### src/rtl/icache_pkg.sv
`default_nettype none
// ============================================================================
// Module   : icache_pkg
// Purpose  : Shared types and constants for the direct-mapped instruction
//            cache: FSM state encoding, block geometry and address helpers.
// Ports    : none (package)
// Revision : 1.0 - initial release
// ============================================================================
package icache_pkg;

    localparam int LINE_BYTES = 16;                  // bytes per cache block
    localparam int OFFSET_W   = 4;                   // byte offset bits in a block
    localparam int WORD_SEL_W = 2;                   // word select bits in a block
    localparam int ADDR_W     = 32;                  // CPU byte address width
    localparam int BLOCK_W    = 8 * LINE_BYTES;      // block data width (128)
    localparam int BLK_ADDR_W = ADDR_W - OFFSET_W;   // block address width (28)

    typedef enum logic [1:0] {
        IDLE     = 2'd0,
        MEM_READ = 2'd1,
        FILL     = 2'd2
    } state_t;

    // Block address (tag and index together) of a byte address.
    function automatic logic [BLK_ADDR_W-1:0] get_block_addr(input logic [ADDR_W-1:0] addr);
        return addr[ADDR_W-1:OFFSET_W];
    endfunction

    // Word offset within the block.
    function automatic logic [WORD_SEL_W-1:0] get_word_sel(input logic [ADDR_W-1:0] addr);
        return addr[OFFSET_W-1:OFFSET_W-WORD_SEL_W];
    endfunction

endpackage : icache_pkg
`default_nettype wire

### src/rtl/icache_if.sv
`default_nettype none
// ============================================================================
// Module   : icache_if
// Purpose  : Bundles the CPU fetch port and the block instruction-memory port
//            of the instruction cache.
// Signals  : read/address/invalidate      CPU -> cache
//            instruction/busywait         cache -> CPU
//            mem_read/mem_address         cache -> memory
//            mem_readdata/mem_busywait    memory -> cache
// Modports : slave  - the cache side
//            master - the environment (CPU + memory) side
// Revision : 1.0 - initial release
// ============================================================================
interface icache_if;
    import icache_pkg::*;

    logic                  read;
    logic [ADDR_W-1:0]     address;
    logic                  invalidate;
    logic [31:0]           instruction;
    logic                  busywait;
    logic                  mem_read;
    logic [BLK_ADDR_W-1:0] mem_address;
    logic [BLOCK_W-1:0]    mem_readdata;
    logic                  mem_busywait;

    modport slave (
        input  read, address, invalidate, mem_readdata, mem_busywait,
        output instruction, busywait, mem_read, mem_address
    );

    modport master (
        output read, address, invalidate, mem_readdata, mem_busywait,
        input  instruction, busywait, mem_read, mem_address
    );

endinterface : icache_if
`default_nettype wire

### src/rtl/icache_line_array.sv
`default_nettype none
// ============================================================================
// Module   : icache_line_array
// Purpose  : Valid/tag/data storage of the cache. One write port, one
//            combinational read port, and an invalidate-all that overrides a
//            simultaneous write's valid bit.
// Ports    : clock, reset (async active-low, clears valid bits only)
//            invalidate_all                clear every valid bit next edge
//            wr_en/wr_index/wr_tag/wr_data install a line
//            rd_index -> rd_valid/rd_tag/rd_data
// Revision : 1.0 - initial release
// ============================================================================
module icache_line_array
    import icache_pkg::*;
#(
    parameter int LINES   = 8,
    parameter int INDEX_W = 3,
    parameter int TAG_W   = 25
) (
    input  wire logic               clock,
    input  wire logic               reset,
    input  wire logic               invalidate_all,
    input  wire logic               wr_en,
    input  wire logic [INDEX_W-1:0] wr_index,
    input  wire logic [TAG_W-1:0]   wr_tag,
    input  wire logic [BLOCK_W-1:0] wr_data,
    input  wire logic [INDEX_W-1:0] rd_index,
    output logic                    rd_valid,
    output logic [TAG_W-1:0]        rd_tag,
    output logic [BLOCK_W-1:0]      rd_data
);

    logic [LINES-1:0]   r_valid;
    logic [TAG_W-1:0]   r_tag  [LINES];
    logic [BLOCK_W-1:0] r_data [LINES];

    // Invalidate has priority so an OS cache switch never leaves a line
    // that was being filled at the same edge marked valid.
    always_ff @(posedge clock or negedge reset) begin
        if (!reset) begin
            r_valid <= '0;
        end else if (invalidate_all) begin
            r_valid <= '0;
        end else if (wr_en) begin
            r_valid[wr_index] <= 1'b1;
        end
    end

    // Tag and data need no reset: they are qualified by the valid bit.
    always_ff @(posedge clock) begin
        if (wr_en) begin
            r_tag[wr_index]  <= wr_tag;
            r_data[wr_index] <= wr_data;
        end
    end

    assign rd_valid = r_valid[rd_index];
    assign rd_tag   = r_tag[rd_index];
    assign rd_data  = r_data[rd_index];

endmodule : icache_line_array
`default_nettype wire

### src/rtl/icache_direct_mapped.sv
`default_nettype none
// ============================================================================
// Module   : icache_direct_mapped
// Purpose  : Direct-mapped instruction cache. Zero-cycle hits, 18-cycle miss
//            (IDLE + 16 MEM_READ + FILL) fetching a 16-byte block from a
//            byte-serial block memory. Invalidate-all for cache switching.
// Ports    : clock  - system clock, rising edge
//            reset  - asynchronous active-low reset
//            bus    - icache_if.slave (CPU fetch port + memory port)
// Revision : 1.0 - initial release
// ============================================================================
module icache_direct_mapped
    import icache_pkg::*;
#(
    parameter int LINES   = 8,
    parameter int INDEX_W = 3,
    parameter int TAG_W   = 25
) (
    input  wire logic clock,
    input  wire logic reset,
    icache_if.slave   bus
);

    state_t                r_state;
    state_t                w_next_state;
    logic [BLK_ADDR_W-1:0] r_miss_addr;
    logic [31:0]           r_instruction;

    logic [BLK_ADDR_W-1:0] w_block_addr;
    logic [WORD_SEL_W-1:0] w_word_sel;
    logic [INDEX_W-1:0]    w_index;
    logic [TAG_W-1:0]      w_tag;
    logic [INDEX_W-1:0]    w_miss_index;
    logic [TAG_W-1:0]      w_miss_tag;
    logic                  w_line_valid;
    logic [TAG_W-1:0]      w_line_tag;
    logic [BLOCK_W-1:0]    w_line_data;
    logic                  w_hit;
    logic                  w_start_miss;
    logic [31:0]           w_word;
    logic                  w_fill;
    logic                  w_mem_read;
    logic [BLK_ADDR_W-1:0] w_mem_address;

    // ------------------------------------------------------------------
    // Address decode
    // ------------------------------------------------------------------
    assign w_block_addr = get_block_addr(bus.address);
    assign w_word_sel   = get_word_sel(bus.address);
    assign w_index      = w_block_addr[INDEX_W-1:0];
    assign w_tag        = w_block_addr[BLK_ADDR_W-1:INDEX_W];

    // The fill uses the latched miss address, so the CPU address is free
    // to wander (or read to drop) without corrupting the line.
    assign w_miss_index = r_miss_addr[INDEX_W-1:0];
    assign w_miss_tag   = r_miss_addr[BLK_ADDR_W-1:INDEX_W];

    icache_line_array #(
        .LINES   (LINES),
        .INDEX_W (INDEX_W),
        .TAG_W   (TAG_W)
    ) u_lines (
        .clock          (clock),
        .reset          (reset),
        .invalidate_all (bus.invalidate),
        .wr_en          (w_fill),
        .wr_index       (w_miss_index),
        .wr_tag         (w_miss_tag),
        .wr_data        (bus.mem_readdata),
        .rd_index       (w_index),
        .rd_valid       (w_line_valid),
        .rd_tag         (w_line_tag),
        .rd_data        (w_line_data)
    );

    // ------------------------------------------------------------------
    // Hit path
    // ------------------------------------------------------------------
    assign w_hit        = w_line_valid && (w_line_tag == w_tag);
    assign w_start_miss = bus.read && !w_hit;
    assign w_word       = w_line_data[{w_word_sel, 5'b00000} +: 32];

    // Last delivered instruction is held while not hitting.
    always_ff @(posedge clock or negedge reset) begin
        if (!reset) begin
            r_instruction <= '0;
        end else if (w_hit) begin
            r_instruction <= w_word;
        end
    end

    assign bus.instruction = w_hit ? w_word : r_instruction;

    // Gated by reset so the stall drops immediately when reset hits mid-miss.
    assign bus.busywait = reset && bus.read && (!w_hit || (r_state != IDLE));

    // ------------------------------------------------------------------
    // Miss FSM
    // ------------------------------------------------------------------
    always_ff @(posedge clock or negedge reset) begin
        if (!reset) begin
            r_state     <= IDLE;
            r_miss_addr <= '0;
        end else begin
            r_state <= w_next_state;
            if ((r_state == IDLE) && w_start_miss) begin
                r_miss_addr <= w_block_addr;
            end
        end
    end

    always_comb begin
        w_next_state  = r_state;
        w_mem_read    = 1'b0;
        w_mem_address = '0;
        w_fill        = 1'b0;
        case (r_state)
            IDLE: begin
                if (w_start_miss) begin
                    w_next_state = MEM_READ;
                end
            end
            MEM_READ: begin
                w_mem_read    = 1'b1;
                w_mem_address = r_miss_addr;
                // mem_busywait low marks the edge that lands byte 15.
                if (!bus.mem_busywait) begin
                    w_next_state = FILL;
                end
            end
            FILL: begin
                w_fill       = 1'b1;
                w_next_state = IDLE;
            end
            default: begin
                w_next_state = IDLE;
            end
        endcase
    end

    // mem_read comes straight from the state register, so it is never high
    // outside MEM_READ and drops asynchronously with reset.
    assign bus.mem_read    = w_mem_read;
    assign bus.mem_address = w_mem_address;

endmodule : icache_direct_mapped
`default_nettype wire
### src/flat_wrapper.sv
// flat-port wrapper written by rule: the top's interface ports become plain ports
module icache_direct_mapped_flat import icache_pkg::*;
#(
    parameter int LINES   = 8,
    parameter int INDEX_W = 3,
    parameter int TAG_W   = 25
)
  (clock, reset, bus_read, bus_address, bus_invalidate, bus_mem_readdata, bus_mem_busywait, bus_instruction, bus_busywait, bus_mem_read, bus_mem_address);
  icache_if bus_i ();
  input  wire logic clock;
  input  wire logic reset;
  input wire logic [$bits(bus_i.read)-1:0] bus_read;
  input wire logic [$bits(bus_i.address)-1:0] bus_address;
  input wire logic [$bits(bus_i.invalidate)-1:0] bus_invalidate;
  input wire logic [$bits(bus_i.mem_readdata)-1:0] bus_mem_readdata;
  input wire logic [$bits(bus_i.mem_busywait)-1:0] bus_mem_busywait;
  output wire logic [$bits(bus_i.instruction)-1:0] bus_instruction;
  output wire logic [$bits(bus_i.busywait)-1:0] bus_busywait;
  output wire logic [$bits(bus_i.mem_read)-1:0] bus_mem_read;
  output wire logic [$bits(bus_i.mem_address)-1:0] bus_mem_address;
  assign bus_i.read = bus_read;
  assign bus_i.address = bus_address;
  assign bus_i.invalidate = bus_invalidate;
  assign bus_i.mem_readdata = bus_mem_readdata;
  assign bus_i.mem_busywait = bus_mem_busywait;
  assign bus_instruction = bus_i.instruction;
  assign bus_busywait = bus_i.busywait;
  assign bus_mem_read = bus_i.mem_read;
  assign bus_mem_address = bus_i.mem_address;
  icache_direct_mapped #(.LINES(LINES), .INDEX_W(INDEX_W), .TAG_W(TAG_W)) u_core (.clock(clock), .reset(reset), .bus(bus_i));
endmodule
### config.mk
export PLATFORM = sky130hd
export DESIGN_NAME = icache_direct_mapped_flat
export DESIGN_NICKNAME = d
export VERILOG_FILES = /design/src/rtl/icache_pkg.sv /design/src/rtl/icache_if.sv /design/src/rtl/icache_line_array.sv /design/src/rtl/icache_direct_mapped.sv /design/src/flat_wrapper.sv
export SDC_FILE = /design/constraint.sdc
export NUM_CORES = 1
export LEC_CHECK = 0
export ABC_CLOCK_PERIOD_IN_PS = 26300
export BUFFER_PORTS_ARGS = -buffer_cell sky130_fd_sc_hd__buf_2
export CAP_MARGIN = 20
export CELL_PAD_IN_SITES_DETAIL_PLACEMENT = 1
export CELL_PAD_IN_SITES_GLOBAL_PLACEMENT = 2
export CORE_AREA = 3 3 319 321
export CTS_BUF_LIST = sky130_fd_sc_hd__clkbuf_2 sky130_fd_sc_hd__clkbuf_4 sky130_fd_sc_hd__clkbuf_8
export DETAILED_ROUTE_END_ITERATION = 16
export DIE_AREA = 0 0 322 324
export GPL_ROUTABILITY_DRIVEN = 0
export PLACE_DENSITY_LB_ADDON = 0.1
export SYNTH_ARGS = -nofsm -noshare
export SYNTH_HDL_FRONTEND = slang
export SYNTH_SLANG_ARGS = --single-unit
### constraint.sdc
create_clock -name clock -period 26.3 [get_ports clock]
set_input_delay 1.315 -clock clock [delete_from_list [all_inputs] [get_ports clock]]
set_output_delay 1.315 -clock clock [all_outputs]
set_load 0.005 [all_outputs]
# == Word-level counts from Yosys, hierarchy flattened ==
# Memory sizes are Yosys's and may differ from the RTL's.
# Cells that the tools add are included.
# totals
word_cells,43
n_memories,2
ram_bits,1224
regBits,70
input_bits,165
# op_classes
eq_ne,5
mux,15
reduce_logical,12
order_cmp,3
n_shift,1
bitwise_logic,1
# memory_table
memory,depth,width,read_ports,rd_ports_with_merged_regs,write_ports,line,rtl
u_core.u_lines.r_data,8,128,1,0,1,icache_line_array.sv:35,logic [BLOCK_W-1:0] r_data [LINES];
u_core.u_lines.r_tag,8,25,1,0,1,icache_line_array.sv:34,logic [TAG_W-1:0] r_tag [LINES];
# ops
cell,count
$shiftx 128x8->32,1
$mux 32,1
$mux 28,1
$eq 25x25->1,1
$mux 8,2
$lt 3x4->1 const B,2
$or 8x8->8,1
$logic_and 1x1->1,6
$mux 1,6
$mux 2,2
$pmux 2 s2,1
$reduce_bool 2->1,2
$bmux 1 s3,1
$demux 1 s3,1
$ge 3x1->1 const B,1
$eq 2x1->1 const B,1
$eq 2x2->1 const B,1
$logic_not 2->1,1
$ne 2x1->1 const B,1
$ne 2x2->1 const B,1
$reduce_and 2->1,1
$logic_not 1->1,1
$logic_or 1x1->1,1

# == Depth between registers and ports, before layout ==
# Gate-level depths: netlist of the first run.
# logic_depth
ltp_word,7
depth_mapped,15
depth_no_buf,8

# == By module ==
# A second synthesis of the first run with hierarchy kept.
# unflattened
cells_unflattened,2055
hier_area_um2,49960.4
# modules_own_cells
mod,cells_each,area_each_um2,n_inst
icache_line_array,1813,46295.7,1
icache_direct_mapped,242,3664.8,1

# == Worst setup path after synthesis of the first run ==
# No wires, ideal clock.
# synth_path
path_type,register to register
start,register u_core.r_state[0]
end,"memory u_core.u_lines.r_data[0][0] (netlist bit), enable pin"
required_ns,25.445
path_stages_with_launch,3
slack_ns,14.192
arrival_time_ns,11.253
n_path_buf,0
setup_ns,0.855
cell_sequence,dfrtp_1 > or3b_2 > nor3_1
# synth_between
elab_chain_len,4
# synth_rtl
element,line,rtl
from (decl),icache_direct_mapped.sv:24,state_t r_state;
from (signal assigned),icache_direct_mapped.sv:105,r_state <= w_next_state;
$eq 2x2->1,icache_direct_mapped.sv:117,case (r_state)
$mux 1,icache_direct_mapped.sv:117,
$mux 1,icache_line_array.sv:51,if (wr_en) begin
$mux 1 (not written as such),icache_line_array.sv:53,r_data[wr_index] <= wr_data;
to (decl),icache_line_array.sv:35,
# No other way between the ends.

# == Worst setup path after layout of the first run ==
# layout_path
start,input bus_address[4]
end,output bus_instruction[15]
# layout_between
elab_chain_len,4
word_cells_on_any_way,8
cone_classes,1 x eq/ne; 1 x shift; 3 x mux; 1 x reduce/logical; 2 x memory
# layout_rtl
element,line,rtl
from (decl),flat_wrapper.sv:13,input wire logic [$bits(bus_i.address)-1:0] bus_address;
"parallel branches: the longest is 3 deep, another holds $mem_v2 8x128",n/a,
$mux 32 *,n/a,
to (decl),flat_wrapper.sv:17,output wire logic [$bits(bus_i.instruction)-1:0] bus_instruction;
# Mark *: on every way between the ends. The select of a mux whose other input is x is not followed.

==> impl_results.md, run 1 <==
* Run status: complete, no violations
* H-tree depth at 4
* Post-synth ARST share at 0.05410
* Register area share after synthesis at 0.7787
* Antenna viol nets, final at 0
* Layout cells sized above 1 at 0.4050
* TritonCTS Buffers at between 200 and 250
* Floorplan row count at between 100 and 150
* PD cells at between 70 and 80 nW/um^2
* Avg Vias per Cell at about 5.8
* R2R setup slack at 21.73 ns
* CTS tree: yes
* Worst reg2reg path endpoint: u_core.u_lines.r_data[4][66]
* Syn_nets at 2224
* Setup TNS at 0 ns
* Clock Sinks at between 1k and 1.5k
* Drt drc at 0
* Reg2Reg Depth at 5
* Final Max Tran Viols at 0
* Worst hold path class: in2async
* DRT iter0 DRCs at ~1.9k
* Worst path most repeated cell: buf_4
* Tmin final at roughly 7.5 ns
* PostCTS Resize Cnt at 0
* Peak supply drop at 0.00004552 V
* Pre-CTS setup slack at 18.51 ns
* Final setup violation count at 0
* Worst reg2reg startpoint: u_core.r_state[0]
* Top_reg_cell synth: edfxtp_1
* Die area at ~100000 um^2
* Critical Path RT at 24.99 ns
* Core region area at between 90000 and 100000 um^2
* Initial Util at 0.4966
* IO Pins at 227
* Relative slew slack at 0.3205
* Clock Root Buffer: clkbuf_8
* RSZ-0062 raised after global routing: no
* Die Y at ~320 um
* Setup crit end kind: output pin
* Fin crit share at 0.2855
* LEAKAGE at 18.77 nW
* I/O Buffers at about 220
* Slowest stage delay, CP at 0.74 ns
* Least-Margin Pin Slew at 1.019 ns
* Final core utilization at 0.5663
* Commonest cells after routing, fill and taps aside: edfxtp_1 (1224), mux4_2 (342), clkbuf_8 (230), buf_2 (219), mux2_2 (90)
* Via count at approximately 23k
* Fin worst setup slack at between 15 and 20 ns
* Critical path class: in2out
* Clock Latency Late Sink at between 0.8 and 0.9 ns
* Commonest non-fill, non-tap cell in the layout: edfxtp_1
* Syn. warnings at 0
* Total of max-cap violations at 0
* Die X at between 300 and 400 um
* Critical Path Source Type: input port
* Routed WL at 113400 um
* Synthesized netlist cell count at between 2k and 2.5k
* CP cell instances: buf_8, buf_12, nor2b_1, buf_4, a22oi_1, nand2_1, xor2_1, nand4_1, or4_4, nor3_4, buf_4, mux2_2, buf_2
* Critical Path Fanout Max at ~110
* Fin cells at around 4k
* Syn avg cell area at between 20 and 25 um^2
* Iteration count of the initial detailed-routing pass at 5
* Multi-input logic area at 10500 um^2
* Max clock buf depth at 3
* Clock Skew at roughly 0.021 ns
* Fmax at approximately 130 MHz
* Crit path DAT at 6.19 ns
* Post-Syn Area at roughly 49000 um^2
* Seq. cell area at just under 40000 um^2
* Layout area overhead at 14.03%
* Filler cells at about 8.4k
* Worst Path Buf+Inv at 5
* CP delay by family, top: buffers and inverters
* Hpwl dp at between 60000 and 70000 um
* Slowest-stage cell, CP: buf_12
* First-pass GRT wire length at ~170000 um
* Final nets at ~2.6k
* Vias in the first global route at roughly 25k
* Setup Buffers After CTS at 0
* Placed Cells incl. Taps at 3518
* WL per Instance at between 20 and 30 um
* Cts hold-fix bufs at 0
* Largest net degree at the start of global routing at between 100 and 150
* Final Hold Viols at 0
* FF+latch count, synth at about 1.3k
* GRT overflow at 0
* Worst-path clk slew at ~0.060 ns
* Synth cell types at 33
* Number of synthesized flops with an enable pin at approximately 1.2k
* Initial antenna violation count at 40
* GRT Total Usage at 0.2218
==> registers in the layout, summed over array words and instances, names as in the netlist <==
| name | count |
|---|---|
| u_core.u_lines.r_tag | 200 |
| u_core.r_state | 2 |
| u_core.r_instruction | 32 |
| u_core.r_miss_addr | 28 |
| u_core.u_lines.r_data | 1024 |
| u_core.u_lines.r_valid | 8 |
==> cells in the mapped netlist, types with 2 or more instances <==
| cell type | number | share of area |
|---|---|---|
| edfxtp_1 | 1224 | 0.74 |
| mux4_2 | 342 | 0.16 |
| mux2_2 | 90 | 0.020 |
| dfrtp_1 | 70 | 0.035 |
| mux2i_1 | 61 | 0.012 |
| clkbuf_1 | 40 | 0.0030 |
| and2_1 | 29 | 0.0037 |
| buf_2 | 27 | 0.0027 |
| nor2_1 | 26 | 0.0020 |
| buf_1 | 22 | 0.0017 |
| nand2_1 | 22 | 0.0017 |
| a22oi_1 | 21 | 0.0032 |
| xor2_1 | 14 | 0.0025 |
| xnor2_1 | 11 | 0.0019 |
| buf_4 | 10 | 0.0015 |
| mux2_1 | 9 | 0.0020 |
| nand2b_1 | 6 | 0.00076 |
| nand4_1 | 5 | 0.00063 |
| nor2b_1 | 5 | 0.00063 |
| a221oi_1 | 4 | 0.00071 |
| buf_6 | 4 | 0.00091 |
| o22ai_1 | 3 | 0.00038 |
| nand3_1 | 2 | 0.00020 |
| nand3b_1 | 2 | 0.00030 |
| nor3_1 | 2 | 0.00020 |
==> cells by family (layout without fill, tap and decap cells) <==
family | after synthesis | count (layout) | share of synthesized area
flip-flops | 1294 | 1294 | 0.7787
buffers and inverters | 104 | 650 | 0.01017
XOR/XNOR | 25 | 25 | 0.004428
multiplexers | 502 | 502 | 0.1907
other | 0 | 10 | 0
AND/OR/NAND/NOR | 103 | 103 | 0.01091
AO/OA/AOI/OAI | 31 | 31 | 0.005086
==> where the power goes <==
part | internal [W] | total [W] | leakage (nW) | switching, W
Combinational | 0.000135 | 0.000320 | 4.61 | 0.000185
Clock | 0.000946 | 0.00171 | 2.23 | 0.000762
Sequential | 0.00239 | 0.00246 | 11.9 | 0.0000634
Total | 0.00347 | 0.00448 | 18.8 | 0.00101
==> stage by stage <==
step | total power [W] | hold slack [ns] | instance area [um^2]
final | 0.004484 | 0.3320 | 56380
after global routing | 0.004665 | 0.2587 | 56360
after CTS | 0.004544 | 0.2359 | 56330
after detailed placement | 0.002826 | 0.4822 | 52140
after global placement | 0.002806 | 0.4744 | 52140
after floorplan | 0.002684 | 0.4608 | 49450
==> layout make-up <==
class	count	share of cell area
Sequential cell	1294	0.6829
Multi-Input combinational cell	661	0.1862
Clock buffer	314	0.06733
Tap cell	1298	0.02880
Timing Repair Buffer	266	0.02734
Clock inverter	70	0.006968
Antenna cell	10	0.0004438
==> worst max path at each step <==
stage / from / to / cells after the start
final: bus_address[4] / bus_instruction[15] / 13
after global routing: bus_address[4] / bus_instruction[21] / 13
after CTS: bus_address[4] / bus_instruction[15] / 13
after detailed placement: bus_address[4] / bus_instruction[15] / 13
after global placement: bus_address[4] / bus_instruction[21] / 13
after floorplan: u_core.r_state[0] / u_core.u_lines.r_data[0][0] / 2
==> routing by layer <==
layer / track usage / part of all wire / up-vias
li1: - / - / 9551
met3: 0.04792 / 0.057 / 216
met2: 0.3626 / 0.50 / 693
met5: 0 / 0.00086 / -
met4: 0.06624 / 0.023 / 14
met1: 0.3046 / 0.42 / 12240
(Power assumes the default switching activity.)
==> run 2: changes to the inputs <==
--- a/config.mk
+++ b/config.mk
@@ -5,7 +5,7 @@
 export SDC_FILE = /design/constraint.sdc
 export NUM_CORES = 1
 export LEC_CHECK = 0
-export ABC_CLOCK_PERIOD_IN_PS = 26300
+export ABC_CLOCK_PERIOD_IN_PS = 7100
 export BUFFER_PORTS_ARGS = -buffer_cell sky130_fd_sc_hd__buf_2
 export CAP_MARGIN = 20
 export CELL_PAD_IN_SITES_DETAIL_PLACEMENT = 1
==> constraint.sdc (replaced) <==
create_clock -name clock -period 7.1 [get_ports clock]
set_input_delay 0.355 -clock clock [delete_from_list [all_inputs] [get_ports clock]]
set_output_delay 0.355 -clock clock [all_outputs]
set_load 0.005 [all_outputs]
==> run 2 against run 1 <==
Effect of this change:
- clock-buffer cell count down 11
- utilization up 1.6 points
- sequential share of layout area down 1.9 points
- critical path type unchanged
- sequential power rose to 3.7 times the previous value
- non-clock buffer count up 158
- first-iteration DRC count up 5.0%
- global-route usage about the same
- combinational power rose to 4.0 times the previous value
- sequential cell count unchanged
==> impl_results.md, run 2 (synthesis results as in run 1) <==
* Least-Margin Pin Slew at 1.051 ns (+0.03161 ns)
* Run status: complete, no violations
* Die X at 322 um (unchanged)
* Setup crit end kind: output pin
* Worst reg2reg startpoint: u_core.u_lines.r_tag[1][15]
* Commonest cells after routing, fill and taps aside: edfxtp_1 (1224), mux4_2 (342), clkbuf_8 (225), buf_2 (219), dlygate4sd3_1 (157)
* Final Hold Viols at 0 (unchanged)
* Iteration count of the initial detailed-routing pass at 5 (unchanged)
* Layout area overhead at 17.34%
* Clock Sinks at 1294 (unchanged)
* TritonCTS Buffers at 202 (-1.9%)
* Routed WL at 112500 um (-0.85%)
* CP cell instances: buf_6, buf_4, mux4_2, mux2i_1, xor2_1, nand4_1, or4_4, nor3_4, buf_4, mux2_2, buf_2
* CTS tree: yes
* Critical Path RT at 6.74 ns (-18.25 ns)
* Pre-CTS setup slack at 1.926 ns (-16.58 ns)
* Peak supply drop at 0.0001864 V (+310%)
* I/O Buffers at 224 (unchanged)
* WL per Instance at 27.73 um (-4.3%)
* Clock Root Buffer: clkbuf_8
* Vias in the first global route at 25.57k (+2.9%)
* Critical Path Fanout Max at 37 (-67%)
* RSZ-0062 raised after global routing: no
* Largest net degree at the start of global routing at 126 (+4.1%)
* Reg with most FFs: u_core.u_lines.r_data
* Slowest stage delay, CP at 0.80 ns (+0.06 ns)
* GRT overflow at 0 (unchanged)
* Drt drc at 0 (unchanged)
* Worst setup path startpoint: bus_address[6]
* Core region area at 99570 um^2 (unchanged)
* Final Max Tran Viols at 0 (unchanged)
* Die Y at 324 um (unchanged)
* Worst-path clk slew at 0.06 ns (about the same)
* Critical path class: in2out
* Worst hold path class: in2async
* Commonest non-fill, non-tap cell in the layout: edfxtp_1
* Fin worst setup slack at 2.313 ns (-16.48 ns)
* Final nets at 2748 (+5.9%)
* H-tree depth at 4 (unchanged)
* Placed Cells incl. Taps at 3518 (unchanged)
* Largest registers: u_core.u_lines.r_data x1024, u_core.u_lines.r_tag x200, u_core.r_instruction x32
* Tmin final at around 4.8 ns
* Fin cells at 4056 (+3.7%)
* Max clock buf depth at 3 (unchanged)
* Layout cells sized above 1 at 0.3809 (-0.02412)
* DRT iter0 DRCs at 1990 (+5.0%)
* Final setup violation count at 0 (unchanged)
* Fmax at roughly 210 MHz
* Total of max-cap violations at 0 (unchanged)
* Worst path most repeated cell: buf_4
* PD cells at 287.5 nW/um^2 (+260%)
* Slowest-stage cell, CP: buf_4
* Critical Path Source Type: input port
* LEAKAGE at 19.43 nW (+3.5%)
* Avg Vias per Cell at 5.731 (-1.3%)
* Via count at 23.24k (+2.3%)
* Max reg flops at 1024 (unchanged)
* Die area at 104300 um^2 (unchanged)
* Initial antenna violation count at 23 (-43%)
* Hpwl dp at 59680 um (-1.6%)
* IO Pins at 227 (unchanged)
* Crit path DAT at 4.43 ns (-1.76 ns)
* First-pass GRT wire length at 168300 um (+0.85%)
* Relative slew slack at 0.2994 (-0.02108)
* Antenna viol nets, final at 0 (unchanged)
* GRT Total Usage at 0.2215 (-0.0003172)
* Initial Util at 0.4966 (unchanged)
* Floorplan row count at 116 (unchanged)
* Fin crit share at 0.6742
* PostCTS Resize Cnt at 0 (unchanged)
* Clock Skew at 0.02982 ns (+0.008683 ns)
* Clock Latency Late Sink at 0.84 ns (about the same)
run 2: routing by layer:
metal / up-vias / GRT usage / wire (um)
li1: 9847 / - / -
met1: 12620 / 0.3105 / 48600
met2: 615 / 0.3633 / 56400
met3: 147 / 0.04255 / 5587
met4: 12 / 0.05769 / 1804
met5: - / 0 / 75
run 2: cell type report:
class / instances / area (um^2)
clock buffer: 303 / 3682
clock inverter: 67 / 461.7
multi-input combinational: 661 / 10510
antenna: 9 / 22.52
tap: 1298 / 1624
timing repair buffer: 424 / 3216
sequential: 1294 / 38510
fill: 8337 / 41540
run 2: timing repair:
item,in CTS,in global routing
hold endpoints to repair,1091,0
hold buffers,157,0
setup buffers,0,0
run 2: critical path: cells and delay by family:
kind,cells,cell delay [ns]
and+or+nand+nor,3,0.89
buffers and inverters,4,1.84
xor gates and xnor gates,1,0.18
muxes,3,1.03
run 2: where the power goes:
group	total, W	internal, W	switching (W)
combinational	0.00128	0.000562	0.000714
sequential	0.00910	0.00886	0.000237
clock	0.00631	0.00352	0.00279
total	0.0167	0.0129	0.00374
run 2: per-stage QoR:
| stage | utilization | total power [W] | cell area [um^2] | hold WS, ns | setup TNS, ns |
|---|---|---|---|---|---|
| 4_1_cts | 0.5820 | 0.01691 | 57940 | 0.04091 | 0 |
| 3_3_place_gp | 0.5243 | 0.01041 | 52200 | 0.3962 | 0 |
| 6_report | 0.5827 | 0.01668 | 58020 | 0.09206 | 0 |
| 2_1_floorplan | - | 0.009931 | 49460 | 0.05941 | -718.18 |
| 5_1_grt | 0.5826 | 0.01737 | 58010 | 0.07333 | 0 |
| 3_5_place_dp | 0.5246 | 0.01048 | 52230 | 0.4144 | 0 |
run 2: path summary, 6_finish.rpt:
kind | end | slack (ns) | depth (start not counted)
min reg2reg | u_core.r_instruction[22] | 0.49 | 1
min in group clock | u_core.r_miss_addr[0] | 0.21 | 2
max reg2reg | u_core.r_miss_addr[14] | 3.62 | 8
max in group asynchronous | u_core.r_instruction[4] | 5.87 | 3
max | bus_instruction[14] | 2.31 | 11
min | u_core.r_miss_addr[14] | 0.09 | 2
